===== config.mk =====
export PLATFORM = sky130hd
export DESIGN_NAME = v_mul_scheduler
export DESIGN_NICKNAME = d
export VERILOG_FILES = /design/src/rtl/v_mul_pkg.sv /design/src/rtl/v_mul_result_fifo.sv /design/src/rtl/v_mul_scheduler.sv
export SDC_FILE = /design/constraint.sdc
export NUM_CORES = 1
export LEC_CHECK = 0
export ABC_CLOCK_PERIOD_IN_PS = 7600
export CAP_MARGIN = 15
export CORE_ASPECT_RATIO = 0.5
export CORE_UTILIZATION = 52
export DETAILED_ROUTE_END_ITERATION = 8
export PLACE_DENSITY = 0.92
export SYNTH_ARGS = -nofsm -noshare
export SYNTH_HDL_FRONTEND = slang
export SYNTH_SLANG_ARGS = --single-unit

===== constraint.sdc =====
create_clock -name clk -period 7.6 [get_ports clk]
set_input_delay 1.9 -clock clk [delete_from_list [all_inputs] [get_ports clk]]
set_output_delay 1.9 -clock clk [all_outputs]
set_load 0.005 [all_outputs]

===== src/rtl/v_mul_pkg.sv =====
// Shared types for the vector multiplier scheduler: request/response payloads and
// the opcode/precision encodings carried to the datapath.
package v_mul_pkg;

  localparam int unsigned DATA_W = 32;

  typedef enum logic [1:0] {
    MUL   = 2'b00,
    MULH  = 2'b01,
    MULHU = 2'b10,
    MULSU = 2'b11
  } opcode_e;

  // 2'b11 is reserved; the datapath treats it as 8-bit lanes
  typedef enum logic [1:0] {
    P8     = 2'b00,
    P16    = 2'b01,
    P32    = 2'b10,
    P8_ALT = 2'b11
  } precision_e;

  typedef struct packed {
    logic [DATA_W-1:0] op_a;
    logic [DATA_W-1:0] op_b;
    opcode_e           opcode;
    precision_e        precision;
  } mul_req_t;

  typedef struct packed {
    logic [DATA_W-1:0] result;
    logic              src;
  } mul_rsp_t;

endpackage


===== src/rtl/v_mul_result_fifo.sv =====
// Register-based result FIFO; push and pop in the same cycle are legal when full or empty.
module v_mul_result_fifo
  import v_mul_pkg::*;
#(
  parameter  int unsigned DEPTH = 4,
  localparam int unsigned CW    = $clog2(DEPTH + 1)
) (
  input  logic          clk,
  input  logic          rst,
  input  logic          push_i,
  input  mul_rsp_t      data_i,
  input  logic          pop_i,
  output mul_rsp_t      data_o,
  output logic          full_o,
  output logic          empty_o,
  output logic [CW-1:0] count_o
);

  localparam int unsigned PW = (DEPTH > 1) ? $clog2(DEPTH) : 1;

  mul_rsp_t          mem_q [DEPTH];
  logic [PW-1:0]     wr_ptr_q, wr_ptr_d;
  logic [PW-1:0]     rd_ptr_q, rd_ptr_d;
  logic [CW-1:0]     cnt_q, cnt_d;
  logic              do_push, do_pop;

  function automatic logic [PW-1:0] ptr_inc(input logic [PW-1:0] p);
    return (p == PW'(DEPTH - 1)) ? '0 : p + PW'(1);
  endfunction

  always_comb begin
    do_pop   = pop_i & (cnt_q != '0);
    do_push  = push_i & ((cnt_q != CW'(DEPTH)) | do_pop);
    wr_ptr_d = do_push ? ptr_inc(wr_ptr_q) : wr_ptr_q;
    rd_ptr_d = do_pop ? ptr_inc(rd_ptr_q) : rd_ptr_q;
    cnt_d    = cnt_q;
    case ({do_push, do_pop})
      2'b10:   cnt_d = cnt_q + CW'(1);
      2'b01:   cnt_d = cnt_q - CW'(1);
      default: cnt_d = cnt_q;
    endcase
  end

  always_ff @(posedge clk) begin
    if (rst) begin
      wr_ptr_q <= '0;
      rd_ptr_q <= '0;
      cnt_q    <= '0;
      for (int unsigned i = 0; i < DEPTH; i++) mem_q[i] <= '0;
    end else begin
      wr_ptr_q <= wr_ptr_d;
      rd_ptr_q <= rd_ptr_d;
      cnt_q    <= cnt_d;
      if (do_push) mem_q[wr_ptr_q] <= data_i;
    end
  end

  assign data_o  = mem_q[rd_ptr_q];
  assign full_o  = (cnt_q == CW'(DEPTH));
  assign empty_o = (cnt_q == '0);
  assign count_o = cnt_q;

  // Credits are reserved at accept, so a push can never land on a full FIFO
  a_no_overflow: assert property (@(posedge clk) disable iff (rst) !(push_i && full_o && !pop_i));

endmodule


===== src/rtl/v_mul_scheduler.sv =====
// Two-requester round-robin front end for a shared fixed-latency multiplier datapath,
// with owner tracking and credit-protected in-order result return.
module v_mul_scheduler
  import v_mul_pkg::*;
#(
  parameter int unsigned DP_LATENCY = 2,
  parameter int unsigned OUT_DEPTH  = 4
) (
  input  logic              clk,
  input  logic              rst,
  input  logic              s0_valid,
  output logic              s0_ready,
  input  logic [DATA_W-1:0] s0_op_a,
  input  logic [DATA_W-1:0] s0_op_b,
  input  logic [1:0]        s0_opcode,
  input  logic [1:0]        s0_precision,
  input  logic              s1_valid,
  output logic              s1_ready,
  input  logic [DATA_W-1:0] s1_op_a,
  input  logic [DATA_W-1:0] s1_op_b,
  input  logic [1:0]        s1_opcode,
  input  logic [1:0]        s1_precision,
  output logic              dp_valid,
  output logic [DATA_W-1:0] dp_op_a,
  output logic [DATA_W-1:0] dp_op_b,
  output logic [1:0]        dp_opcode,
  output logic [1:0]        dp_precision,
  input  logic [DATA_W-1:0] dp_result,
  output logic              m_valid,
  input  logic              m_ready,
  output logic [DATA_W-1:0] m_result,
  output logic              m_src
);

  localparam int unsigned CNT_W = $clog2(OUT_DEPTH + 1);

  logic             rr_q, rr_d;
  logic [CNT_W-1:0] cnt_q, cnt_d;
  logic             dp_valid_q, dp_valid_d;
  logic             dp_src_q, dp_src_d;
  mul_req_t         dp_req_q, dp_req_d;
  mul_req_t         req0, req1;
  logic             grant0, grant1, can_issue, accept, pop;
  logic             tag_valid, tag_src;
  mul_rsp_t         fifo_din, fifo_dout;
  logic             fifo_full, fifo_empty;
  logic [CNT_W-1:0] fifo_cnt;

  assign req0 = '{op_a: s0_op_a, op_b: s0_op_b,
                  opcode: opcode_e'(s0_opcode), precision: precision_e'(s0_precision)};
  assign req1 = '{op_a: s1_op_a, op_b: s1_op_b,
                  opcode: opcode_e'(s1_opcode), precision: precision_e'(s1_precision)};

  // Arbitration; a pop in the same cycle frees a credit so a full pipe still streams
  always_comb begin
    grant0    = s0_valid & (~s1_valid | ~rr_q);
    grant1    = s1_valid & (~s0_valid | rr_q);
    pop       = m_valid & m_ready;
    can_issue = (cnt_q < CNT_W'(OUT_DEPTH)) | pop;
    s0_ready  = ~rst & can_issue & grant0;
    s1_ready  = ~rst & can_issue & grant1;
    accept    = s0_ready | s1_ready;
  end

  always_comb begin
    rr_d       = rr_q;
    cnt_d      = cnt_q;
    dp_valid_d = accept;
    dp_req_d   = dp_req_q;
    dp_src_d   = dp_src_q;
    if (accept) begin
      rr_d     = ~s1_ready;
      dp_req_d = s1_ready ? req1 : req0;
      dp_src_d = s1_ready;
    end
    case ({accept, pop})
      2'b10:   cnt_d = cnt_q + CNT_W'(1);
      2'b01:   cnt_d = cnt_q - CNT_W'(1);
      default: cnt_d = cnt_q;
    endcase
  end

  always_ff @(posedge clk) begin
    if (rst) begin
      rr_q       <= 1'b0;
      cnt_q      <= '0;
      dp_valid_q <= 1'b0;
      dp_src_q   <= 1'b0;
      dp_req_q   <= '0;
    end else begin
      rr_q       <= rr_d;
      cnt_q      <= cnt_d;
      dp_valid_q <= dp_valid_d;
      dp_src_q   <= dp_src_d;
      dp_req_q   <= dp_req_d;
    end
  end

  // Owner tag travels alongside the datapath so it lines up with dp_result
  if (DP_LATENCY == 0) begin : g_no_pipe
    assign tag_valid = dp_valid_q;
    assign tag_src   = dp_src_q;
  end else begin : g_pipe
    logic [DP_LATENCY-1:0] vld_q;
    logic [DP_LATENCY-1:0] src_q;
    always_ff @(posedge clk) begin
      if (rst) begin
        vld_q <= '0;
        src_q <= '0;
      end else begin
        vld_q[0] <= dp_valid_q;
        src_q[0] <= dp_src_q;
        for (int unsigned i = 1; i < DP_LATENCY; i++) begin
          vld_q[i] <= vld_q[i-1];
          src_q[i] <= src_q[i-1];
        end
      end
    end
    assign tag_valid = vld_q[DP_LATENCY-1];
    assign tag_src   = src_q[DP_LATENCY-1];
  end

  assign fifo_din = '{result: dp_result, src: tag_src};

  v_mul_result_fifo #(.DEPTH(OUT_DEPTH)) u_fifo (
    .clk     (clk),
    .rst     (rst),
    .push_i  (tag_valid),
    .data_i  (fifo_din),
    .pop_i   (pop),
    .data_o  (fifo_dout),
    .full_o  (fifo_full),
    .empty_o (fifo_empty),
    .count_o (fifo_cnt)
  );

  assign dp_valid     = dp_valid_q;
  assign dp_op_a      = dp_req_q.op_a;
  assign dp_op_b      = dp_req_q.op_b;
  assign dp_opcode    = dp_req_q.opcode;
  assign dp_precision = dp_req_q.precision;
  assign m_valid      = ~fifo_empty;
  assign m_result     = fifo_dout.result;
  assign m_src        = fifo_dout.src;

  // Buffered results are always covered by outstanding credits
  a_credit_cover: assert property (@(posedge clk) disable iff (rst) fifo_cnt <= cnt_q);
  a_full_credit:  assert property (@(posedge clk) disable iff (rst)
                                   !fifo_full || (cnt_q == CNT_W'(OUT_DEPTH)));

endmodule


-- After elaboration in Yosys (flattened, before gate mapping)
Memories as Yosys holds them, arrays and structs flattened. A register that Yosys moved wholly into a read port is not among the register bits.
Cells that the tools add are included.
- memories: 1
- input bits: 173
- register bits: 85
- memory bits (writable): 132
- logic and storage cells: 67
- memories (name ; words ; bits a word ; rd ports ; clocked after Yosys merged registers in ; write ports ; line ; source):
    u_fifo.mem_q ; 4 ; 33 ; 1 ; 1 ; 4 ; v_mul_result_fifo.sv:21 ; mul_rsp_t mem_q [DEPTH];
- equality and inequality tests: 7
- reduce and logical (&&, ||, !) cells: 5
- mux-type cells: 15
- bitwise logic cells: 19
- magnitude comparators: 1
- $add $sub $neg: 6
- operators with widths (operator ; count):
    68-bit 2-to-1 mux ; 1
    33-bit 2-to-1 mux ; 1
    33-bit OR reduction ; 1
    3-bit one-hot mux with 2 select lines ; 2
    2-bit 2-to-1 mux ; 5
    1-bit bitwise AND ; 8
    2-bit equality test (second input constant) ; 4
    3-bit by 1-bit adder with 3-bit output (second input constant) ; 2
    1-bit 2-to-1 mux ; 6
    1-bit inverter ; 6
    3-bit by 1-bit subtractor with 3-bit output (second input constant) ; 2
    1-bit OR ; 5
    2-bit by 1-bit adder with 2-bit output (second input constant) ; 2
    2-bit by 1-bit equality test with 1-bit output (second input constant) ; 2
    2-bit nonzero test ; 2
    3-bit zero test ; 1
    3-bit less-than comparator (second input constant) ; 1
    3-bit inequality test (second input constant) ; 1
    3-bit nonzero test ; 1

-- Logic depth before layout (Yosys ltp)
- depth after elaboration: 11
- mapped depth: 11
- gate-level depth less buffers: 9

-- By module
Synthesis repeated with hierarchy kept, for this count alone.
- cells, all modules: 740
- area total of the unflattened synthesis: 9875.7 µm²
- by module, submodules not included (module ; times used ; cells each ; area an instance (µm²)):
    v_mul_result_fifo ; 1 ; 373 ; 6273.5
    v_mul_scheduler ; 1 ; 367 ; 3602.2

-- Worst setup path before layout
Ideal clock, no wire load.
- kind: input port to output port
- start: input s1_valid
- end: output s1_ready
- required time: 5700 ps
- arrival: 2659 ps
- path buffers: 2
- stages on the path: 5
- setup slack: 3041 ps
- cell sequence: clkbuf_1 inv_1 clkbuf_1 nor2_1 and2_1
- longest elaborated chain between the ends: 2
- ends and longest elaborated chain (what ; line ; source):
    start, declared ; v_mul_scheduler.sv:17 ; input logic s1_valid,
    1-bit bitwise AND ; v_mul_scheduler.sv:57 ; grant1 = s1_valid & (~s0_valid | rr_q);
    1-bit bitwise AND ; v_mul_scheduler.sv:61 ; s1_ready = ~rst & can_issue & grant1;
    end, declared ; v_mul_scheduler.sv:18 ; output logic s1_ready,
No other way between the ends.

-- Worst setup path in the final report
- start: input s0_valid
- end: output s1_ready
- longest elaborated chain between the ends: 4
- ends and longest elaborated chain (what ; line ; source):
    start, declared ; v_mul_scheduler.sv:11 ; input logic s0_valid,
    1-bit inverter ; v_mul_scheduler.sv:57 ;
    1-bit OR ; v_mul_scheduler.sv:57 ;
    1-bit bitwise AND ; v_mul_scheduler.sv:57 ;
    1-bit bitwise AND ; v_mul_scheduler.sv:61 ;
No other way between the ends.

==> results.cfg <==
[floorplan]
initial_core_util = 0.534
die_y_um = 99.5
num_rows = 35
die-area_um2 = 19600
fp.coreArea_um2 = 18500
die_w_um = 197
ios = 278

[placement]
place_area_um2 = 12800
dp_cells = 1291
io_buffers = 277
post-dp-hpwl_mm = 17.6
dp_slack_ns = 1.86
finalWeightedCongestion = 0.890

[synth]
seq_area_frac_synth = 0.577
synth_edf_count = 132
yosysTopAreaCellShare = 0.401
synth_seq_cells = 219
synthArstFlopShare = 0
synth_largest_area_cell = edfxtp_1
syn-cell-area_um2 = 9890
synthDistinctLibCells = 36
synth_nets = 1011
synth_area_per_cell_um2 = 11.9
synthTopCellsByCount = 134 x and2_1, 132 x edfxtp_1, 87 x dfxtp_1
synth_most_common_cell = and2_1
ys.flop_type = edfxtp_1
yosysWarnings = 0
synthTopCellsByArea = edfxtp_1 40%, dfxtp_1 18%, and2_1 8.5%
synth_cells = 832

[global_routing]
grt_start_max_net_pins = 93
gr-total-overflow = 0
grt_pass1_vias = 8002
antenna_found_initial = 2
global_route.usage.total = 0.287
grt_pass1_wl_mm = 43.7

[worst_setup_path]
critical_path_class = input port to output port
cp-end-kind = output port
cp.arrival_ns = 3.85
cp.required_ns = 5.70
start_kind = input port
cp_max_fo = 69

[timing]
setup_violations = 0
rsz0062_at_grt = no
clock_skew_ns = 0.0166
setup_ws_ns = 1.85
fin_crit_sh = 0.756
finalCriticalPeriod_ns = 5.75
finalHoldViolations = 0
tightest_slew_ns = 1.03
max_freq_mhz = 174
maxSlewHeadroom = 0.312
finalMaxSlewViolations = 0
finalSetupTns_ns = 0

[power_and_ir_drop]
switching_share = 0.259
p_int_mw = 2.32
pwr_density_cell_nw_per_um2 = 233
leakage_nw = 4.72
pwr-share-comb = 0.218
sequentialPowerShare = 0.453
p_clk_frac = 0.329
ir_worst_vdd_mv = 0.170
power.switching_uw = 810

[detailed_routing]
dr.pass1.iters = 5
detail_route.wl_per_cell_um = 21.5
viasPerCell = 6.04
wl_mm = 28.5
drc = 0
drtIter0Drc = 671
vias = 8026
drtAntennaViolNets = 0

[layout]
num-nets-final = 1234
layout-drive-gt1-share = 0.0907
syn2layout_area_growth_pct = 36.0
final_area_um2 = 13500
finalNonFillerCells = 1329
final.fill_count = 1224

[clock_tree]
cts_root_buf = clkbuf_16
clockBufferDepth = 3
postCtsSetupBuffers = 0
cts_tree = built
clk_latency_ns = 0.50
clk_pin_slew_ns = 0.07
cts_resized = 0
cts_sinks = 219
htreeDepth = 1
hold_buffers = 0
cts_buffers = 20

[outcome]
status = finished, final reports clean

[min_path]
hp-class = flop to flop

[job]
max_cap_viol_count = 0
flip-flops by register name (all words and copies together) (netlist names), 3 cells and up, named ones only:
signal	cells
u_fifo.mem_q	132
dp_op_a	32
dp_op_b	32
cnt_q	3
u_fifo.count_o	3
critical path, cell delays in order:
cell	delay, ns
clkdlybuf4s50_1	0.57
nor2b_4	0.17
buf_4	0.50
nor2_1	0.11
and2_1	0.16
clkdlybuf4s50_1	0.44
cells by family (layout without fill, tap and decap cells):
group | count (synthesis) | count (layout) | synth area share
and+or+nand+nor | 245 | 245 | 0.144
AOI/OAI and AO/OA | 222 | 222 | 0.149
DFF | 219 | 219 | 0.577
buffers and inverters | 102 | 339 | 0.0419
muxes | 34 | 34 | 0.0761
adders and majority gates | 6 | 6 | 0.00911
xor gates and xnor gates | 4 | 4 | 0.00354
other | 0 | 1 | 0
placed cells by master (no fill, tap or decap), drive strengths merged, types with 4 or more instances in the layout:
master / n
a21oi: 9
a311oi: 68
a31oi: 68
and2: 134
buf: 18
clkbuf: 27
clkdlybuf4s50: 275
clkinv: 6
dfxtp: 87
edfxtp: 132
ha: 4
inv: 10
mux4: 33
nand2: 4
nand2b: 7
nand3: 68
nor2: 10
nor2b: 4
o21ai: 72
or2: 4
or3: 4
xor2: 4
power groups by stage:
stage | Combinational [mW] | Clock (mW) | Sequential, mW
after floorplan | 0.331 | 0 | 1.43
after global placement | 0.659 | 0 | 1.44
after detailed placement | 0.676 | 0 | 1.44
after CTS | 0.681 | 1.04 | 1.42
after global routing | 0.730 | 1.09 | 1.43
final | 0.682 | 1.03 | 1.42
worst paths after layout:
| kind | startpoint | end | slack [ns] | cells after the start |
|---|---|---|---|---|
| max | s0_valid | s1_ready | 1.85 | 6 |
| min reg2reg | g_pipe.src_q[0] | g_pipe.src_q[1] | 0.46 | 1 |
| max reg2reg | cnt_q[2] | dp_op_a[31] | 4.75 | 5 |
| min | g_pipe.src_q[0] | g_pipe.src_q[1] | 0.46 | 1 |
layout make-up:
class | count | area (um^2) | share of cell area
clock inverter | 9 | 105 | 0.00781
sequential | 219 | 5710 | 0.424
antenna | 1 | 2.50 | 0.000186
tap | 259 | 324 | 0.0241
timing repair buffer | 293 | 2900 | 0.215
clock buffer | 27 | 558 | 0.0415
inverter | 10 | 37.5 | 0.00279
multi-input combinational | 511 | 3820 | 0.284
routing by layer:
layer	track usage	routed length, um
met5	0	0
met4	0.115	1100
met3	0.0590	2300
met2	0.481	14000
met1	0.369	11200
stage by stage:
step                hold slack [ns]  power, mW   util
CTS                           0.458       3.14  0.725
finish                        0.456       3.13  0.726
floorplan                     0.414       1.76      -
detailed placement            0.436       2.11  0.689
global route                  0.471       3.25  0.726
global placement              0.423       2.09  0.689
Note: power is estimated with default switching activity, not from simulation.
